File: src/rtl/borsa_emir_sirala_if.sv
// Quote-bundle, decision and balance signals of the order scheduler.
// The slave modport is the scheduler's view; the master modport is the driver's view.
interface borsa_emir_sirala_if;
  logic        bakiye_yukle;
  logic [63:0] bakiye_giris;
  logic        teklif_gecerli;
  logic        teklif_hazir;
  logic [9:0]  hisse_numarasi1;
  logic [31:0] hisse_deger1;
  logic [9:0]  hisse_numarasi2;
  logic [31:0] hisse_deger2;
  logic [9:0]  hisse_numarasi3;
  logic [31:0] hisse_deger3;
  logic        karar_gecerli;
  logic        karar_hazir;
  logic [9:0]  karar_no;
  logic [1:0]  karar;
  logic [63:0] kagit_sayisi;
  logic [63:0] bakiye;
  logic        mesgul;

  modport slave (
    input  bakiye_yukle, bakiye_giris, teklif_gecerli,
    input  hisse_numarasi1, hisse_deger1, hisse_numarasi2, hisse_deger2,
    input  hisse_numarasi3, hisse_deger3, karar_hazir,
    output teklif_hazir, karar_gecerli, karar_no, karar, kagit_sayisi, bakiye, mesgul
  );

  modport master (
    output bakiye_yukle, bakiye_giris, teklif_gecerli,
    output hisse_numarasi1, hisse_deger1, hisse_numarasi2, hisse_deger2,
    output hisse_numarasi3, hisse_deger3, karar_hazir,
    input  teklif_hazir, karar_gecerli, karar_no, karar, kagit_sayisi, bakiye, mesgul
  );
endinterface

File: src/rtl/borsa_emir_sirala.sv
// Order scheduler: divides the balance by three quote prices on one shared
// restoring divider, picks the largest share count and debits the balance.
//
//   state       | meaning
//   BOSTA       | idle; balance load or bundle accept
//   BOL         | one load cycle, then BOLME_BIT iterations per quote
//   KARSILASTIR | pick winner, latch decision and post-trade balance
//   KARAR       | decision presented until karar_hazir
module borsa_emir_sirala #(
  parameter logic [63:0] ESIK      = 64'd1000,
  parameter int          BOLME_BIT = 64
) (
  input logic clk,
  input logic rst_n,
  borsa_emir_sirala_if.slave bus
);

  localparam int SW = $clog2(BOLME_BIT + 1);

  typedef enum logic [1:0] {BOSTA, BOL, KARSILASTIR, KARAR} durum_t;

  durum_t durum, durum_sonraki;

  logic [2:0][9:0]           no_r;
  logic [2:0][31:0]          deger_r;
  logic [2:0][BOLME_BIT-1:0] q_r;
  logic [2:0][BOLME_BIT-1:0] r_r;
  logic [BOLME_BIT-1:0]      bolunen;
  logic [BOLME_BIT-1:0]      bol_kalan;
  logic [BOLME_BIT-1:0]      bol_bolum;
  logic [SW-1:0]             sayac;
  logic [1:0]                k;
  logic                      ilk;
  logic [BOLME_BIT-1:0]      bakiye_r;
  logic [BOLME_BIT-1:0]      kalan;
  logic [1:0]                karar_r;
  logic [9:0]                karar_no_r;
  logic [BOLME_BIT-1:0]      kagit_r;

  logic [BOLME_BIT-1:0] bolen;
  logic [BOLME_BIT:0]   kaydir;
  logic [BOLME_BIT:0]   fark;
  logic                 sigar;
  logic [BOLME_BIT-1:0] yeni_kalan;
  logic [BOLME_BIT-1:0] yeni_bolum;
  logic [1:0]           kazanan;
  logic                 son_adim;
  logic                 kabul;

  assign kabul    = (durum == BOSTA) && !bus.bakiye_yukle && bus.teklif_gecerli;
  assign son_adim = !ilk && (sayac == SW'(1));

  // One restoring-division step: shift in the next dividend bit, subtract if it fits.
  always_comb begin
    bolen      = BOLME_BIT'(deger_r[k]);
    kaydir     = {bol_kalan, bol_bolum[BOLME_BIT-1]};
    fark       = kaydir - {1'b0, bolen};
    sigar      = !fark[BOLME_BIT];
    yeni_kalan = sigar ? fark[BOLME_BIT-1:0] : kaydir[BOLME_BIT-1:0];
    yeni_bolum = {bol_bolum[BOLME_BIT-2:0], sigar};
  end

  // Strict compares keep the lowest index on ties.
  always_comb begin
    kazanan = 2'd0;
    if (q_r[1] > q_r[0]) kazanan = 2'd1;
    if (q_r[2] > q_r[kazanan]) kazanan = 2'd2;
  end

  always_ff @(posedge clk or negedge rst_n) begin
    if (!rst_n) durum <= BOSTA;
    else        durum <= durum_sonraki;
  end

  always_comb begin
    durum_sonraki = durum;
    case (durum)
      BOSTA:       if (kabul) durum_sonraki = BOL;
      BOL:         if (son_adim && (k == 2'd2)) durum_sonraki = KARSILASTIR;
      KARSILASTIR: durum_sonraki = KARAR;
      KARAR:       if (bus.karar_hazir) durum_sonraki = BOSTA;
      default:     durum_sonraki = BOSTA;
    endcase
  end

  always_ff @(posedge clk or negedge rst_n) begin
    if (!rst_n) begin
      no_r       <= '0;
      deger_r    <= '0;
      q_r        <= '0;
      r_r        <= '0;
      bolunen    <= '0;
      bol_kalan  <= '0;
      bol_bolum  <= '0;
      sayac      <= '0;
      k          <= '0;
      ilk        <= 1'b0;
      bakiye_r   <= '0;
      kalan      <= '0;
      karar_r    <= '0;
      karar_no_r <= '0;
      kagit_r    <= '0;
    end else begin
      case (durum)
        BOSTA: begin
          if (bus.bakiye_yukle) begin
            bakiye_r <= bus.bakiye_giris;
          end else if (bus.teklif_gecerli) begin
            no_r    <= {bus.hisse_numarasi3, bus.hisse_numarasi2, bus.hisse_numarasi1};
            deger_r <= {bus.hisse_deger3, bus.hisse_deger2, bus.hisse_deger1};
            bolunen <= bakiye_r;
            k       <= 2'd0;
            ilk     <= 1'b1;
            sayac   <= SW'(BOLME_BIT);
          end
        end
        BOL: begin
          if (ilk) begin
            bol_kalan <= '0;
            bol_bolum <= bolunen;
            ilk       <= 1'b0;
          end else if (son_adim) begin
            // A zero price would divide to all-ones; report no shares instead.
            q_r[k]    <= (deger_r[k] == 32'd0) ? '0 : yeni_bolum;
            r_r[k]    <= (deger_r[k] == 32'd0) ? bolunen : yeni_kalan;
            k         <= k + 2'd1;
            sayac     <= SW'(BOLME_BIT);
            bol_kalan <= '0;
            bol_bolum <= bolunen;
          end else begin
            bol_kalan <= yeni_kalan;
            bol_bolum <= yeni_bolum;
            sayac     <= sayac - SW'(1);
          end
        end
        KARSILASTIR: begin
          if (q_r[kazanan] > ESIK) begin
            karar_r    <= kazanan + 2'd1;
            karar_no_r <= no_r[kazanan];
            kagit_r    <= q_r[kazanan];
            kalan      <= r_r[kazanan];
          end else begin
            karar_r    <= 2'd0;
            karar_no_r <= '0;
            kagit_r    <= '0;
            kalan      <= bakiye_r;
          end
        end
        KARAR: begin
          if (bus.karar_hazir) bakiye_r <= kalan;
        end
        default: ;
      endcase
    end
  end

  assign bus.teklif_hazir  = (durum == BOSTA) && !bus.bakiye_yukle;
  assign bus.karar_gecerli = (durum == KARAR);
  assign bus.karar         = karar_r;
  assign bus.karar_no      = karar_no_r;
  assign bus.kagit_sayisi  = kagit_r;
  assign bus.bakiye        = bakiye_r;
  assign bus.mesgul        = (durum != BOSTA);

endmodule

File: src/flat_wrapper.sv
// flat-port wrapper written by rule: the top's interface ports become plain ports
module borsa_emir_sirala_flat 
#(
  parameter logic [63:0] ESIK      = 64'd1000,
  parameter int          BOLME_BIT = 64
)
  (clk, rst_n, bus_bakiye_yukle, bus_bakiye_giris, bus_teklif_gecerli, bus_hisse_numarasi1, bus_hisse_deger1, bus_hisse_numarasi2, bus_hisse_deger2, bus_hisse_numarasi3, bus_hisse_deger3, bus_karar_hazir, bus_teklif_hazir, bus_karar_gecerli, bus_karar_no, bus_karar, bus_kagit_sayisi, bus_bakiye, bus_mesgul);
  borsa_emir_sirala_if bus_i ();
  input logic clk;
  input logic rst_n;
  input wire logic [$bits(bus_i.bakiye_yukle)-1:0] bus_bakiye_yukle;
  input wire logic [$bits(bus_i.bakiye_giris)-1:0] bus_bakiye_giris;
  input wire logic [$bits(bus_i.teklif_gecerli)-1:0] bus_teklif_gecerli;
  input wire logic [$bits(bus_i.hisse_numarasi1)-1:0] bus_hisse_numarasi1;
  input wire logic [$bits(bus_i.hisse_deger1)-1:0] bus_hisse_deger1;
  input wire logic [$bits(bus_i.hisse_numarasi2)-1:0] bus_hisse_numarasi2;
  input wire logic [$bits(bus_i.hisse_deger2)-1:0] bus_hisse_deger2;
  input wire logic [$bits(bus_i.hisse_numarasi3)-1:0] bus_hisse_numarasi3;
  input wire logic [$bits(bus_i.hisse_deger3)-1:0] bus_hisse_deger3;
  input wire logic [$bits(bus_i.karar_hazir)-1:0] bus_karar_hazir;
  output wire logic [$bits(bus_i.teklif_hazir)-1:0] bus_teklif_hazir;
  output wire logic [$bits(bus_i.karar_gecerli)-1:0] bus_karar_gecerli;
  output wire logic [$bits(bus_i.karar_no)-1:0] bus_karar_no;
  output wire logic [$bits(bus_i.karar)-1:0] bus_karar;
  output wire logic [$bits(bus_i.kagit_sayisi)-1:0] bus_kagit_sayisi;
  output wire logic [$bits(bus_i.bakiye)-1:0] bus_bakiye;
  output wire logic [$bits(bus_i.mesgul)-1:0] bus_mesgul;
  assign bus_i.bakiye_yukle = bus_bakiye_yukle;
  assign bus_i.bakiye_giris = bus_bakiye_giris;
  assign bus_i.teklif_gecerli = bus_teklif_gecerli;
  assign bus_i.hisse_numarasi1 = bus_hisse_numarasi1;
  assign bus_i.hisse_deger1 = bus_hisse_deger1;
  assign bus_i.hisse_numarasi2 = bus_hisse_numarasi2;
  assign bus_i.hisse_deger2 = bus_hisse_deger2;
  assign bus_i.hisse_numarasi3 = bus_hisse_numarasi3;
  assign bus_i.hisse_deger3 = bus_hisse_deger3;
  assign bus_i.karar_hazir = bus_karar_hazir;
  assign bus_teklif_hazir = bus_i.teklif_hazir;
  assign bus_karar_gecerli = bus_i.karar_gecerli;
  assign bus_karar_no = bus_i.karar_no;
  assign bus_karar = bus_i.karar;
  assign bus_kagit_sayisi = bus_i.kagit_sayisi;
  assign bus_bakiye = bus_i.bakiye;
  assign bus_mesgul = bus_i.mesgul;
  borsa_emir_sirala #(.ESIK(ESIK), .BOLME_BIT(BOLME_BIT)) u_core (.clk(clk), .rst_n(rst_n), .bus(bus_i));
endmodule
File: config.mk
export PLATFORM = sky130hd
export DESIGN_NAME = borsa_emir_sirala_flat
export DESIGN_NICKNAME = d
export VERILOG_FILES = /design/src/rtl/borsa_emir_sirala_if.sv /design/src/rtl/borsa_emir_sirala.sv /design/src/flat_wrapper.sv
export SDC_FILE = /design/constraint.sdc
export NUM_CORES = 2
export LEC_CHECK = 0
export CORE_MARGIN = 2
export CORE_UTILIZATION = 55
export DETAILED_ROUTE_END_ITERATION = 8
export GPL_TIMING_DRIVEN = 0
export PLACE_DENSITY = 0.75
export SYNTH_ARGS = -nofsm -noshare
export SYNTH_HDL_FRONTEND = slang
export SYNTH_SLANG_ARGS = --single-unit
File: constraint.sdc
create_clock -name clk -period 18.1 [get_ports clk]
set_input_delay 3.62 -clock clk [delete_from_list [all_inputs] [get_ports clk]]
set_output_delay 3.62 -clock clk [all_outputs]
set_load 0.05 [all_outputs]
==> key figures <==
Setup path
  – Crit path cell chain: inv_1 -> ha_1 -> nand4_1 -> nor3_1 -> nand4_1 -> a31oi_1 -> and4b_1 -> nor2_1 -> clkbuf_1 -> clkbuf_1 -> mux2i_1 -> ha_1 -> nand4_1 -> nor4_1 -> nand4_1 -> or4_1 -> o22a_1 -> nand2_1 -> nand2_1 -> o21ai_0 -> clkbuf_1 -> clkbuf_1 -> o31ai_1
  – CP Capture Type: register
  – Required @ worst endpoint: 18,610 ps
  – Max Fanout on Critical Path: 10
  – CP bufs+invs: 5
  – CP max stage cell: clkbuf_1
  – Crit path launch type: register
  – Path type of the worst setup path: register to register
  – Cell family with most CP delay: simple AND/OR/NAND/NOR gates
  – Critical Path AT: 12,770 ps
  – Critical path's largest stage delay: 1060 ps

Global route
  – Met2 track demand over resource: 56.8%
  – Largest net degree at the start of global routing: 121
  – Vias in the first global route: 40,100
  – Met3 Usage GRT: 6.51%
  – First-pass GRT wire length: 244,000 um
  – Initial antenna violation count: 1
  – Layer with the highest usage: met2
  – Gr ovfl total: 0
  – GR Util met1: 46.2%
  – Gr usage total: 35.8%

Synth
  – Register bit total from synthesis: 918
  – Syn avg cell area: 10.2 um2
  – Synth Cell Area: 48,100 um2
  – Ys Warns: 0
  – Post-synth EDFFs: 0
  – Top FF cell, synth: dfrtp_1
  – Async S/R FF share, synth: 100%
  – Netlist cell types: 79
  – Synth Net Count: 5,096
  – Post-Synthesis Cells: 4,731
  – Post-synthesis sequential area ratio: 47.7%

Detailed routing
  – # DRC: 0
  – Initial drt markers: 4,060
  – Drt pass-1 iters: 6
  – WL final: 162,000 um
  – Avg WL per Cell: 25.3 um
  – DR vias: 40,500
  – Vias/cell: 6.32
  – DRT antenna net count: 0

Clocking
  – Post-CTS Repair Setup Buffers: 0
  – H-tree depth: 3
  – CTS root buf: clkbuf_16
  – Inserted Clock Buffers: 97
  – Clock transition at the registers of the reported paths: 60 ps
  – Clock sinks: 918
  – CTS tree: done
  – Cts repair resizes: 0
  – Hold_buf cts: 0
  – Clock Latency Late Sink: 670 ps
  – CTS Buffer Depth: 3

Floorplan
  – Die ar.: 89,900 um2
  – Core Area: 86,800 um2
  – Die width: 300 um
  – Row cnt: 108
  – Die H: 300 um
  – Ports: 338
  – Initial Utilization: 55.5%

Timing
  – # setup viols final: 0
  – Clock Skew: 23.9 ps
  – Crit share post-route: 67.8%
  – Fin. Hold Viols: 0
  – Setup repair after global routing missed its margin: no
  – Setup TNS: 0 ps
  – Post-layout min period: 12,260 ps
  – F_max: 0.0815 GHz
  – Slew Viols, Final: 5
  – Rel. slew slack: -4.83%
  – Slew at the pin closest to its max-slew limit: 1560 ps

Placed design
  – Gp weighted congestion: 0.980
  – Area after DPL: 53,200 um2
  – Port-buffer cells: 337
  – Dpl hpwl: 122,000 um

Final layout
  – Most frequent cells in the layout: 918 x dfrtp_1, 583 x nand2_1, 473 x mux2_2
  – Finished Cell Area: 56,300 um2
  – Seq. cell area: 23,000 um2
  – Multi-input gate area: 23,400 um2
  – ANT cells: 0
  – Fillers: 7,053
  – P&R area growth vs syn: 17.0%
  – Commonest non-fill, non-tap cell in the layout: dfrtp_1
  – Nets: 5,540
  – Share of cells above drive strength 1: 13.0%

Run
  – Max_cap viols: 2

Pwr
  – Peak VDD IR: 0.0889 mV
  – Leakage power: 25.3 nW
  – Power Dens Cells: 100 nW/um2

Outcome
  – Failing checks: max-capacitance violations, max-slew violations
  – Status: finished, violations left

Hold path
  – Hold Crit Class: register to register
## layer usage
metal,wire (um),vias up
met2,74000,1899
met1,63700,20000
li1,-,18100
met3,13100,512
met5,8,-
met4,11100,2
## report_power, final
| part | switching (W) | internal, W |
|---|---|---|
| registers | 0.000159 | 0.00219 |
| clock network | 0.000843 | 0.00115 |
| logic | 0.000817 | 0.000468 |
## worst paths after layout
kind	cells after the start	slack [ps]	endpoint	startpoint
max	23	5840	u_core.kalan[2]	u_core.q_r[63]
min	2	480	u_core.r_r[76]	u_core.r_r[76]
max reg2reg	23	5840	u_core.kalan[2]	u_core.q_r[63]
min reg2reg	2	480	u_core.r_r[76]	u_core.r_r[76]
max in group asynchronous	5	12780	u_core.bus.karar_no[3]	rst_n
min in group asynchronous	1	2960	u_core.bus.kagit_sayisi[11]	rst_n
## registers in the layout, summed over array words and instances (netlist names)
register                 cells
u_core.durum                 2
u_core.deger_r              96
u_core.sayac                 7
u_core.bol_bolum            64
u_core.ilk                   1
u_core.bolunen              64
u_core.bol_kalan            64
u_core.bus.kagit_sayisi     64
u_core.r_r                 192
u_core.q_r                 192
u_core.k                     2
u_core.bus.bakiye           64
u_core.kalan                64
u_core.bus.karar_no         10
u_core.no_r                 30
u_core.bus.karar             2
## cells in the mapped netlist (all sizes together) (9+ instances only)
library cell,number,area [um2]
buf,42,196
xor2,9,78.8
nand2b,70,438
o2111ai,9,78.8
ha,169,2110
a41oi,64,561
o2bb2ai,26,228
o21ai,347,1740
a21o,24,180
dfrtp,918,23000
a31o,17,149
mux2,473,5330
o32ai,11,96.3
or4,23,184
o221ai,12,105
o41ai,69,612
and2,17,106
nand2,583,2190
nand3,100,500
mux2i,259,2590
nand4,53,332
a31oi,97,613
clkbuf,304,1140
nor2b,19,119
nor2,288,1080
or3,30,188
and3,16,100
nor4,55,363
a21oi,239,1200
a211oi,12,90.1
inv,119,447
xnor2,24,210
nor3,38,206
o31ai,95,743
## layout make-up
cell class                 instances  share of cell area [%]
buffer                           346                    2.38
clock inverter                    35                   0.656
sequential                       918                    40.8
timing repair buffer             345                    6.39
tap                             1155                    2.57
inverter                         119                   0.793
clock buffer                     137                    4.88
multi-input combinational       3348                    41.5
## cell families after synthesis
logic type,after synthesis,share of synthesized area [%]
xor+xnor,33,0.600
fa+ha+maj,170,4.43
simple gates,1318,12.5
compound gates,1095,14.6
flops,918,47.7
buf+inv,465,3.71
mux,732,16.5
## worst reg2reg max path, stage by stage (launching register included)
cell and delay (ps):
dfrtp_1 480, inv_1 80, ha_1 330, nand4_1 140, nor3_1 600, nand4_1 410
a31oi_1 500, and4b_1 280, nor2_1 490, clkbuf_1 990, clkbuf_1 740, mux2i_1 340
ha_1 380, nand4_1 120, nor4_1 860, nand4_1 460, or4_1 630, o22a_1 310
nand2_1 620, nand2_1 670, o21ai_0 780, clkbuf_1 1060, clkbuf_1 630, o31ai_1 190
## per-stage QoR
step	instances	setup WS, ps	util (%)	total power, W	hold slack, ps
after floorplan	4731	10160	-	0.00315	443
after global placement	6223	-28040	61.0	0.00360	454
after detailed placement	6231	6180	61.3	0.00362	462
after CTS	6403	6150	64.9	0.00560	478
after global routing	6403	5880	64.9	0.00585	495
final	6403	5840	64.9	0.00564	477
No activity file was read; power rests on OpenSTA's default activity.
